File: src/rtl/ans_pwm_out.sv
// PWM output stage for an error-feedback quantizer: one duty code per 2^W-cycle period,
// duty updates only on the period wrap, sticky underrun when no code arrives in time.
module ans_pwm_out #(
    parameter int unsigned W = 16
) (
    input  logic         clk,
    input  logic         rst_n,
    input  logic         en,
    input  logic [W-1:0] duty_in,
    input  logic         duty_valid,
    output logic         duty_ready,
    input  logic         clr_underrun,
    output logic         pwm_out,
    output logic         period_start,
    output logic         underrun,
    output logic [W-1:0] cnt_out
);

    typedef enum logic [0:0] {StIdle, StRun} state_e;

    localparam logic [W-1:0] CntMax = {W{1'b1}};

    state_e       state_q, state_d;
    logic [W-1:0] cnt_q, cnt_d;
    logic [W-1:0] duty_q, duty_d;
    logic         pwm_q, pwm_d;
    logic         ps_q, ps_d;
    logic         ur_q, ur_d;
    logic         ur_set;
    logic         ready_raw;
    logic         at_wrap;

    assign at_wrap = (cnt_q == CntMax);

    always_comb begin
        state_d   = state_q;
        cnt_d     = cnt_q;
        duty_d    = duty_q;
        ur_set    = 1'b0;
        ready_raw = 1'b0;
        unique case (state_q)
            StIdle: begin
                ready_raw = en;
                cnt_d     = '0;
                if (en && duty_valid) begin
                    state_d = StRun;
                    duty_d  = duty_in;
                end
            end
            StRun: begin
                cnt_d = cnt_q + W'(1);
                if (at_wrap) begin
                    // en is only sampled at the boundary, so a dropped-then-restored en is a no-op
                    if (en) begin
                        ready_raw = 1'b1;
                        if (duty_valid) begin
                            duty_d = duty_in;
                        end else begin
                            ur_set = 1'b1;
                        end
                    end else begin
                        state_d = StIdle;
                        cnt_d   = '0;
                    end
                end
            end
            default: state_d = StIdle;
        endcase

        ur_d = ur_set | (ur_q & ~clr_underrun);
        pwm_d = (state_d == StRun) && (cnt_d < duty_d);
        ps_d  = (state_d == StRun) && (cnt_d == '0);
    end

    always_ff @(posedge clk or negedge rst_n) begin
        if (!rst_n) begin
            state_q <= StIdle;
            cnt_q   <= '0;
            duty_q  <= '0;
            pwm_q   <= 1'b0;
            ps_q    <= 1'b0;
            ur_q    <= 1'b0;
        end else begin
            state_q <= state_d;
            cnt_q   <= cnt_d;
            duty_q  <= duty_d;
            pwm_q   <= pwm_d;
            ps_q    <= ps_d;
            ur_q    <= ur_d;
        end
    end

    // Gate with rst_n so the handshake is silent while reset is held, even with en high.
    assign duty_ready   = rst_n & ready_raw;
    assign pwm_out      = pwm_q;
    assign period_start = ps_q;
    assign underrun     = ur_q;
    assign cnt_out      = cnt_q;

endmodule

File: config.mk
export PLATFORM = sky130hd
export DESIGN_NAME = ans_pwm_out
export DESIGN_NICKNAME = d
export VERILOG_FILES = /design/src/rtl/ans_pwm_out.sv
export SDC_FILE = /design/constraint.sdc
export NUM_CORES = 1
export LEC_CHECK = 0
export CAP_MARGIN = 25
export CORE_MARGIN = 3
export CORE_UTILIZATION = 54
export CTS_BUF_LIST = sky130_fd_sc_hd__clkbuf_4 sky130_fd_sc_hd__clkbuf_8
export CTS_CLUSTER_SIZE = 25
export DETAILED_ROUTE_END_ITERATION = 12
export HOLD_SLACK_MARGIN = 0.02
export PLACE_DENSITY = 0.8
export SETUP_SLACK_MARGIN = 0.05
export SLEW_MARGIN = 20
export SYNTH_ARGS = -nofsm -noshare
export SYNTH_HDL_FRONTEND = slang
export SYNTH_SLANG_ARGS = --single-unit
File: constraint.sdc
create_clock -name clk -period 4.6 [get_ports clk]
set_input_delay 0.92 -clock clk [delete_from_list [all_inputs] [get_ports clk]]
set_output_delay 0.92 -clock clk [all_outputs]
set_load 0.02 [all_outputs]
==> flow_summary_export.csv <==
group,metric,value,unit
clock_tree,postCtsSetupBuffers,0,
yosys,netlist_area,2150,um^2
sta,max_slew_margin,0.533,
global_route,grt_max_degree,37,
layout,final_layout_size_suffix_gt1_frac,0.0977,
drt,first_pass_iters,4,
placed_design,place.port_buffers,40,
sta,rsz0062_at_grt,"false",
clock_tree,cts_made_buffers,5,
layout,utilization,0.718,
worst_setup_path,critPathMostFrequentCell,"a21o_1",
worst_setup_path,critPathLaunchType,"flip-flop",
worst_setup_path,critPathArrivalTime,3.77,ns
hold_path,hold_start,"duty_q[14]",
yosys,synthCells,214,
layout,area_growth,25.0,%
sta,finalMaxSlewViolations,0,
worst_setup_path,r2r-end,"pwm_out",
global_route,grt_pass1_vias,1649,
worst_setup_path,reg2reg_from,"cnt_out[1]",
floorplanning,die_x,69.1,um
power,power.leakage,1.31,nW
global_route,grt_use_total,0.207,
clock_tree,cts_tree,"yes",
sta,worst_slack,1.04,ns
yosys,synth_edf_count,0,
drt,routedWlPerCell,15.1,um
clock_tree,cts-resized-gates,0,
power,vdd_drop_max,0.000308,V
sta,skew,0.00892,ns
worst_setup_path,slowest_delay,0.77,ns
layout,n_antenna_cell,0,
yosys,ys_ff_latch,36,
yosys,syn_area_per_cell,10.0,um^2
drt,wl_met1,2170,um
worst_setup_path,crit_path_top_delay_cell,"or4_2",
sta,post-route-period-util,0.775,
floorplanning,dieHeight,69.1,um
worst_setup_path,rr_worst_depth,12,
worst_setup_path,reg2reg_setup_slack,1.04,ns
worst_setup_path,critical_path.endpoint_type,"flip-flop",
drt,wl_met3,243,um
drt,top_layer,"met4",
sta,hold_viol_final,0,
hold_path,min_to,"duty_q[14]",
sta,setup_violations,0,
run,maxCapViolCount,0,
floorplanning,floorplan.rows,22,
floorplanning,die-area,4770,um^2
clock_tree,clock-root-buffer,"clkbuf_8",
worst_setup_path,crit_type,"reg -> reg",
yosys,ys_types,42,
yosys,ys_async_sr_fraction,1.00,
sta,hold_ws,0.488,ns
clock_tree,path_clk_slew,0.07,ns
placed_design,dpl.hpwl,3510,um
sta,fin_crit,3.56,ns
hold_path,hp-class,"reg -> reg",
drt,via_per_inst,5.63,
clock_tree,htreeDepth,2,
yosys,synth_top_area_cell,"dfrtp_1",
floorplanning,initial_core_util,0.574,
global_route,antenna_found_initial,0,
sta,worst-slew-pin-transition,0.695,ns
yosys,ys.flop_type,"dfrtp_1",
yosys,synth_top_area_share,0.419,
global_route,overflow,0,
worst_setup_path,crit_required,4.81,ns
sta,setup_tns,0,ns
drt,wl,4600,um
yosys,ys_seq_area_frac,0.419,
yosys,synth_nets,251,
outcome,run_status,"finished clean",
worst_setup_path,path_cells,"ha_1 -> nand4_2 -> or4_2 -> o21ai_4 -> nor2_1 -> ha_1 -> a21o_1 -> a21o_1 -> a21o_1 -> a21oi_1 -> o221ai_1 -> a21oi_1",
floorplanning,io_pins,41,
drt,initialDrtViolationCount,204,
clock_tree,postCtsHoldBufs,0,
hold_path,hold_depth,2,
drt,wl_met2,2160,um
floorplanning,coreArea,3740,um^2
clock_tree,insertion_delay,0.28,ns
power,powerDensity,417,nW/um^2
drt,via_count,1713,
placed_design,gp_congestion,0.894,
sta,fmax,281,MHz
yosys,synth_warnings,0,
global_route,grt_pass1_wl,8010,um
clock_tree,cts_sinks,36,
clock_tree,cts_buffer_depth,2,
drt,drtAntennaViolNets,0,
layout,fin_nets,292,
yosys,synth_area_leaders,"dfrtp_1, ha_1, mux2i_1",
placed_design,place_ws,1.07,ns
drt,drc,0,
worst_setup_path,critical_path.max_fanout,10,
[where the power goes]
group          internal, W  total (W)  switching, W  leakage, nW
clock             0.000128   0.000237      0.000109       0.0479
combinational     0.000206   0.000423      0.000217        0.801
sequential        0.000371   0.000460     0.0000896        0.460
total             0.000704    0.00112      0.000416         1.31
[layout by cell type (no fill, tap or decap), types with 8 or more instances in the layout]
master,instances
dfrtp_1,36
nand2_1,9
nor2_1,23
inv_1,21
clkdlybuf4s50_1,40
nand3_1,10
xor2_1,8
ha_1,16
xnor2_1,9
mux2i_1,9
[per-layer routing]
metal	vias up	track usage
met5	-	0
met4	0	0.0651
met3	4	0.0452
met2	53	0.318
met1	813	0.293
li1	843	-
[worst max-delay path by stage]
stage,cells past startpoint,slack [ns],from,endpoint
floorplan,13,1.09,cnt_out[1],pwm_out
global placement,12,1.23,cnt_out[1],pwm_out
detailed placement,12,1.07,cnt_out[1],pwm_out
CTS,5,1.04,cnt_out[1],duty_ready
global route,12,0.83,cnt_out[1],pwm_out
finish,12,1.04,cnt_out[1],pwm_out
[area by class of cell]
type,instances,area [um^2]
Inverter,21,78.8
Multi-Input combinational cell,148,1130
Sequential cell,36,901
Timing Repair Buffer,43,423
Tap cell,48,60.1
Clock buffer,7,90.1
Fill cell,290,1060
Clock inverter,1,7.51
[synth_stat cells, types with 2 or more instances]
master / instances
mux2_2: 7
nand3_1: 10
a21oi_1: 6
nand4_1: 5
dfrtp_1: 36
nand2_1: 9
o21ai_0: 2
a31oi_1: 2
clkbuf_1: 2
ha_1: 16
mux2i_1: 9
buf_2: 7
xor2_1: 8
nor3_1: 6
a21o_1: 7
inv_1: 21
nor2_1: 23
a211oi_1: 3
xnor2_1: 9
and3_1: 3
nand4_4: 2
[worst max-delay path, delay by kind of cell, from the launching register on]
family          cells  cell delay (ns)
compound gates      7             1.25
flops               1             0.49
simple gates        3             1.09
fa+ha+maj           2             0.65
[flip-flops by register name, indices dropped and copies added (netlist names)]
signal / cells
cnt_out: 16
duty_q: 16
period_start: 1
pwm_out: 1
state_q: 1
underrun: 1
[kinds of logic (layout without fill, tap and decap cells)]
kind of cell | Yosys count | after routing | synth area share
xor+xnor | 17 | 17 | 0.0693
simple gates | 67 | 67 | 0.171
compound gates | 32 | 32 | 0.112
flops | 36 | 36 | 0.419
buf+inv | 30 | 72 | 0.0565
fa+ha+maj | 16 | 16 | 0.0931
mux | 16 | 16 | 0.0786
[stage by stage]
stage / instances / power [W] / instance area, um^2
after global placement: 296 / 0.000876 / 2590
final: 304 / 0.00112 / 2690
after detailed placement: 296 / 0.000888 / 2590
after global routing: 304 / 0.00121 / 2690
after floorplan: 214 / 0.000739 / 2150
after CTS: 304 / 0.00113 / 2690
Note: power is estimated with default switching activity, not from simulation.
